==> src/rtl/seg7_scan_driver.sv <==
// -----------------------------------------------------------------------------
// seg7_scan_driver
//
// Multiplexed 7-segment display driver. A prescaler holds each digit for
// REFRESH_DIV clock cycles. The digit index then advances round-robin over
// N_DIGITS digits. A newly loaded value waits in a pending register until the
// scan wraps back to digit 0, so a frame never shows a mix of old and new
// digits.
//
// Parameters
//   N_DIGITS    number of multiplexed digits (2..8)
//   REFRESH_DIV clock cycles each digit stays enabled (>= 2)
//   ACTIVE_LOW  1 inverts o_7seg and o_digit_en (common-anode boards)
//
// Ports
//   i_clk       clock; all state updates on its rising edge
//   i_rst_n     asynchronous active-low reset
//   i_en        scan enable; when low the display is blanked and the scan freezes
//   i_load      single-cycle strobe that captures i_value into the pending register
//   i_value     hex nibbles; nibble k drives digit k (digit 0 = LSB nibble)
//   i_blank_lz  leading-zero blanking enable
//   o_7seg      segment drive {g,f,e,d,c,b,a}
//   o_digit_en  one-hot digit enable
//   o_pending   a loaded value is waiting for the frame boundary
//   o_frame     one-cycle pulse after the scan wraps to digit 0
// -----------------------------------------------------------------------------
module seg7_scan_driver #(
  parameter int N_DIGITS    = 4,
  parameter int REFRESH_DIV = 50000,
  parameter bit ACTIVE_LOW  = 1'b0
) (
  input  logic                  i_clk,
  input  logic                  i_rst_n,
  input  logic                  i_en,
  input  logic                  i_load,
  input  logic [4*N_DIGITS-1:0] i_value,
  input  logic                  i_blank_lz,
  output logic [6:0]            o_7seg,
  output logic [N_DIGITS-1:0]   o_digit_en,
  output logic                  o_pending,
  output logic                  o_frame
);

  localparam int PW = (REFRESH_DIV > 1) ? $clog2(REFRESH_DIV) : 1;
  localparam int IW = (N_DIGITS > 1) ? $clog2(N_DIGITS) : 1;
  localparam int VW = 4 * N_DIGITS;

  localparam logic [PW-1:0] PRESC_MAX = PW'(REFRESH_DIV - 1);
  localparam logic [IW-1:0] IDX_MAX   = IW'(N_DIGITS - 1);

  // Hex nibble to segment pattern {g,f,e,d,c,b,a}, active high.
  function automatic logic [6:0] hex_to_seg(input logic [3:0] nib);
    logic [6:0] seg;
    case (nib)
      4'h0:    seg = 7'h3F;
      4'h1:    seg = 7'h06;
      4'h2:    seg = 7'h5B;
      4'h3:    seg = 7'h4F;
      4'h4:    seg = 7'h66;
      4'h5:    seg = 7'h6D;
      4'h6:    seg = 7'h7D;
      4'h7:    seg = 7'h07;
      4'h8:    seg = 7'h7F;
      4'h9:    seg = 7'h6F;
      4'hA:    seg = 7'h77;
      4'hB:    seg = 7'h7C;
      4'hC:    seg = 7'h39;
      4'hD:    seg = 7'h5E;
      4'hE:    seg = 7'h79;
      4'hF:    seg = 7'h71;
      default: seg = 7'h00;
    endcase
    return seg;
  endfunction

  // State registers and their next-state values
  logic [PW-1:0]       presc_q,    presc_d;
  logic [IW-1:0]       idx_q,      idx_d;
  logic [VW-1:0]       pend_val_q, pend_val_d;
  logic                pend_q,     pend_d;
  logic [VW-1:0]       disp_q,     disp_d;
  logic                frame_q,    frame_d;
  logic [6:0]          seg_q,      seg_d;
  logic [N_DIGITS-1:0] dig_q,      dig_d;

  // Decoded scan events and digit selection
  logic       tick_s;
  logic       wrap_s;
  logic       xfer_s;
  logic [3:0] cur_nib_s;
  logic       upper_nz_s;
  logic       blank_s;

  // Scan events: a tick ends the current digit, a wrap tick ends the frame.
  // Both are gated by i_en, so nothing advances or transfers while disabled.
  always_comb begin
    tick_s = i_en && (presc_q == PRESC_MAX);
    wrap_s = tick_s && (idx_q == IDX_MAX);
    xfer_s = wrap_s && pend_q;
  end

  // Prescaler and digit index next-state; both hold while i_en is low.
  always_comb begin
    presc_d = presc_q;
    idx_d   = idx_q;
    if (i_en) begin
      if (tick_s) begin
        presc_d = '0;
        if (idx_q == IDX_MAX) begin
          idx_d = '0;
        end else begin
          idx_d = idx_q + IW'(1);
        end
      end else begin
        presc_d = presc_q + PW'(1);
      end
    end else begin
      presc_d = presc_q;
      idx_d   = idx_q;
    end
  end

  // Pending/display double buffer. On a wrap tick the old pending value moves
  // to the display register first. A load in the same cycle then refills the
  // pending register, which keeps o_pending set.
  always_comb begin
    pend_val_d = pend_val_q;
    pend_d     = pend_q;
    disp_d     = disp_q;
    frame_d    = wrap_s;
    if (xfer_s) begin
      disp_d = pend_val_q;
      pend_d = 1'b0;
    end else begin
      disp_d = disp_q;
    end
    if (i_load) begin
      pend_val_d = i_value;
      pend_d     = 1'b1;
    end else begin
      pend_val_d = pend_val_q;
    end
  end

  // Selected digit nibble and leading-zero detection over nibble idx and above.
  always_comb begin
    cur_nib_s  = disp_q[4*idx_q +: 4];
    upper_nz_s = 1'b0;
    for (int k = 0; k < N_DIGITS; k++) begin
      if (k >= int'(idx_q)) begin
        upper_nz_s = upper_nz_s | (|disp_q[4*k +: 4]);
      end else begin
        upper_nz_s = upper_nz_s;
      end
    end
    // Digit 0 is never blanked, so an all-zero value still shows a single 0.
    blank_s = i_blank_lz && (idx_q != '0) && !upper_nz_s;
  end

  // Output pattern for the current index; registered, so it trails idx by 1.
  always_comb begin
    seg_d = 7'h00;
    dig_d = '0;
    if (i_en) begin
      dig_d = N_DIGITS'(1) << idx_q;
      if (blank_s) begin
        seg_d = 7'h00;
      end else begin
        seg_d = hex_to_seg(cur_nib_s);
      end
    end else begin
      seg_d = 7'h00;
      dig_d = '0;
    end
  end

  // State and output registers with asynchronous reset.
  always_ff @(posedge i_clk or negedge i_rst_n) begin
    if (!i_rst_n) begin
      presc_q    <= '0;
      idx_q      <= '0;
      pend_val_q <= '0;
      pend_q     <= 1'b0;
      disp_q     <= '0;
      frame_q    <= 1'b0;
      seg_q      <= 7'h00;
      dig_q      <= '0;
    end else begin
      presc_q    <= presc_d;
      idx_q      <= idx_d;
      pend_val_q <= pend_val_d;
      pend_q     <= pend_d;
      disp_q     <= disp_d;
      frame_q    <= frame_d;
      seg_q      <= seg_d;
      dig_q      <= dig_d;
    end
  end

  // Board polarity applied after the register. In reset the registers are 0,
  // so the pins show "off" in either polarity.
  always_comb begin
    if (ACTIVE_LOW) begin
      o_7seg     = ~seg_q;
      o_digit_en = ~dig_q;
    end else begin
      o_7seg     = seg_q;
      o_digit_en = dig_q;
    end
    o_pending = pend_q;
    o_frame   = frame_q;
  end

endmodule

==> config.mk <==
export PLATFORM = sky130hd
export DESIGN_NAME = seg7_scan_driver
export DESIGN_NICKNAME = d
export VERILOG_FILES = /design/src/rtl/seg7_scan_driver.sv
export SDC_FILE = /design/constraint.sdc
export NUM_CORES = 1
export LEC_CHECK = 0
export ABC_AREA = 1
export CAP_MARGIN = 10
export CORE_ASPECT_RATIO = 1.5
export CORE_MARGIN = 2
export CORE_UTILIZATION = 25
export DETAILED_ROUTE_END_ITERATION = 8
export SLEW_MARGIN = 20
export SYNTH_ARGS = -nofsm -noshare
export SYNTH_HDL_FRONTEND = slang
export SYNTH_SLANG_ARGS = --single-unit
==> constraint.sdc <==
create_clock -name i_clk -period 3.2 [get_ports i_clk]
set_input_delay 0.64 -clock i_clk [delete_from_list [all_inputs] [get_ports i_clk]]
set_output_delay 0.64 -clock i_clk [all_outputs]
set_load 0.02 [all_outputs]
==> flow_metrics.env <==
export IMPL_status="complete, no violations"
export IMPL_vias_per_cell=4.256
export IMPL_die_h_um=143.5
export IMPL_grt_max_degree=53
export IMPL_wl_um=6632
export IMPL_root_buffer="clkbuf_16"
export IMPL_skew_ns=0.008224
export IMPL_numPortBuffers=33
export IMPL_drt_iter0_markers=185
export IMPL_cts_hold_buf=0
export IMPL_num_antenna_cells=0
export IMPL_die_w_um=97.02
export IMPL_p_comb_share_pct=10.1
export IMPL_fin_crit_sh_pct=68.17
export IMPL_htreeDepth=3
export IMPL_first_pass_iters=5
export IMPL_ios=34
export IMPL_clk_latency_ns=0.33
export IMPL_period_needed_ns=2.181
export IMPL_coreArea_um2=12830
export IMPL_crit_path_end_kind="primary output"
export IMPL_cp_start_kind="register"
export IMPL_wl_per_cell_um=10.56
export IMPL_numClockSinks=63
export IMPL_yosysWarnings=0
export IMPL_max_slew_margin_pct=71.08
export IMPL_numPlacedInstances=612
export IMPL_grt_pass1_wl_um=11740
export IMPL_die_area_um2=13920
export IMPL_setup_viol=0
export IMPL_layout_drive_gt1_share_pct=7.036
export IMPL_synthXorXnorAreaFrac_pct=1.350
export IMPL_syn_to_final_growth_pct=24.33
export IMPL_drv_slew=0
export IMPL_start_util_pct=25.30
export IMPL_synth_largest_area_cell="dfrtp_1"
export IMPL_synth_fa_ha_area_share_pct=4.242
export IMPL_synth_top_family_by_area="simple AND/OR/NAND/NOR gates"
export IMPL_yosysSeqAreaShare_pct=48.59
export IMPL_yosys_register_bits=63
export IMPL_nFillCells=1376
export IMPL_power_frac_clock_pct=44.2
export IMPL_num_rows=51
export IMPL_num_vias=2673
export IMPL_reg2reg_slack_ns=1.05
export IMPL_synth_compound_area_share_pct=2.545
export IMPL_ys_top_cells_by_area="dfrtp_1 (49%), nand2_1 (20%), inv_1 (4.9%), nor2_1 (4.6%), ha_1 (4.2%)"
export IMPL_ctsResizeCount=0
export IMPL_drt_antenna_violating_nets=0
export IMPL_dp_hpwl_um=5008
export IMPL_finish_utilization_pct=31.45
export IMPL_final_nets=496
export IMPL_clk_pin_slew_ns=0.05
export IMPL_swShare_pct=25.78
export IMPL_drc_errors=0
export IMPL_finalWorstSetupSlack_ns=1.019
export IMPL_yosys_area_share_simple_pct=35.90
export IMPL_track_usage_pct=10.34
export IMPL_gp_congestion=0.8462
export IMPL_fmax_ghz=0.4584
export IMPL_seqPwrFrac_pct=45.7
export IMPL_syn_nets=459
export IMPL_finalHoldViolCount=0
export IMPL_hold_class="in2async"
export IMPL_ir_worst_vdd_mv=0.1655
export IMPL_gr_total_overflow=0
export IMPL_ys_types=27
export IMPL_tns_ns=0
export IMPL_grt_pass1_vias=2695
export IMPL_syn_avg_cell_area_um2=7.598
export IMPL_numCtsBuffers=9
export IMPL_async_reset_ff_share_pct=100.0
export IMPL_antenna_found_initial=0
export IMPL_drv_cap=0
export IMPL_netlist_instances=427
export IMPL_layout_cells_non_filler=628
export IMPL_internal_power_mw=1.469
export IMPL_post_cts_buffers=0
export IMPL_worstMarginPinSlew_ns=0.4312
export IMPL_synthMuxAreaShare_pct=0
export IMPL_ys_flop_type="dfrtp_1"
export IMPL_cp_max_fo=19
export IMPL_powerDensity_nw_per_um2=490.8
export IMPL_synth_area_um2=3244
export IMPL_crit_type="reg2out"
export IMPL_synth_edf_count=0
export IMPL_required_ns=2.56
export IMPL_p_switching_mw=0.5104
export IMPL_leakage_nw=2.118
export IMPL_synth_top_area_share_pct=48.59
export IMPL_crit_arrival_ns=1.54
export IMPL_rsz0062_at_grt="no"
export IMPL_cts_tree="done"
export IMPL_clock_path_buffers=2
export IMPL_dpl_worst_slack_ns=0.9493
==> stage by stage <==
| stage | power [mW] | cell area (µm²) | hold WS, ns |
|---|---|---|---|
| 3_5_place_dp | 1.123 | 3760 | 0.4591 |
| 2_1_floorplan | 1.033 | 3244 | 0.3444 |
| 6_report | 1.980 | 4034 | 0.1952 |
| 3_3_place_gp | 1.115 | 3760 | 0.4580 |
| 4_1_cts | 2.015 | 4034 | 0.2008 |
| 5_1_grt | 2.086 | 4034 | 0.2142 |
==> sequential cells by signal, summed over array words and instances, names as in the netlist <==
name	count
o_pending	1
pend_val_q	16
o_digit_en	4
presc_q	16
idx_q	2
o_7seg	7
disp_q	16
o_frame	1
==> worst max-delay path, cell delays in order (launching register included) <==
cell and delay [ns]:
dfrtp_1 0.32, buf_4 0.23, clkdlybuf4s50_1 0.66
==> path summary, 6_finish.rpt <==
path	from	to	cells past startpoint
max in group asynchronous	i_rst_n	disp_q[10]	2
worst max-delay path	o_pending	o_pending	2
min in group i_clk	pend_val_q[1]	pend_val_q[1]	2
worst min-delay path	i_rst_n	presc_q[7]	1
worst min register to register	pend_val_q[1]	pend_val_q[1]	2
worst max register to register	idx_q[0]	o_7seg[0]	11
==> cell type report <==
type / count / area (µm²) / area share, %
Sequential cell: 63 / 1577 / 39.08
Tap cell: 159 / 198.9 / 4.932
Clock buffer: 10 / 229.0 / 5.676
Timing Repair Buffer: 39 / 382.9 / 9.491
Multi-Input combinational cell: 305 / 1429 / 35.42
Inverter: 46 / 172.7 / 4.280
Clock inverter: 6 / 45.04 / 1.117
==> metal layers <==
| layer | wire length [µm] | GRT usage [%] | vias to the layer above |
|---|---|---|---|
| met5 | 0 | 0 | - |
| met4 | 153 | 6.079 | 0 |
| met3 | 213 | 1.994 | 11 |
| met2 | 3444 | 19.08 | 50 |
| met1 | 2821 | 10.91 | 1201 |
| li1 | - | - | 1411 |
==> layout by cell type (no fill, tap or decap) <==
cell,Yosys,layout
nand4_1,19,19
nand2_1,175,175
nand3_2,1,1
clkbuf_16,0,9
ha_1,11,11
clkbuf_1,8,1
buf_12,0,1
nor3_1,4,4
a21oi_1,8,8
inv_6,0,1
nor2_1,40,40
inv_1,42,42
nand3_1,24,24
and3_1,1,1
o21bai_1,2,2
nor2_4,1,1
clkinvlp_4,0,3
nand3b_1,1,1
or2_2,4,4
buf_4,2,5
a22oi_1,1,1
inv_2,3,3
clkinv_2,0,1
o21ai_0,4,4
buf_2,2,1
dfrtp_1,63,63
clkinv_1,1,1
clkdlybuf4s50_1,0,32
clkinv_4,0,1
xor2_1,5,5
nand3_4,1,1
nor3b_1,2,2
nor2_2,1,1
==> synth_stat cells, types with 2 or more instances <==
master    instances
nand2_1         175
dfrtp_1          63
inv_1            42
nor2_1           40
nand3_1          24
nand4_1          19
ha_1             11
a21oi_1           8
clkbuf_1          8
xor2_1            5
nor3_1            4
o21ai_0           4
or2_2             4
inv_2             3
buf_2             2
buf_4             2
nor3b_1           2
o21bai_1          2
==> power groups by stage <==
stage | Combinational (mW) | Sequential [mW] | Clock, mW
floorplan | 0.121 | 0.912 | 0
global placement | 0.200 | 0.915 | 0
detailed placement | 0.205 | 0.918 | 0
CTS | 0.206 | 0.905 | 0.903
global route | 0.235 | 0.913 | 0.938
finish | 0.201 | 0.905 | 0.874
==> cell families (layout without fill, tap and decap cells) <==
family	after synthesis	in the layout
fa+ha+maj	11	11
buf+inv	59	101
flops	63	63
simple gates	274	274
compound gates	15	15
xor+xnor	5	5
No activity file was read; power rests on OpenSTA's default activity.
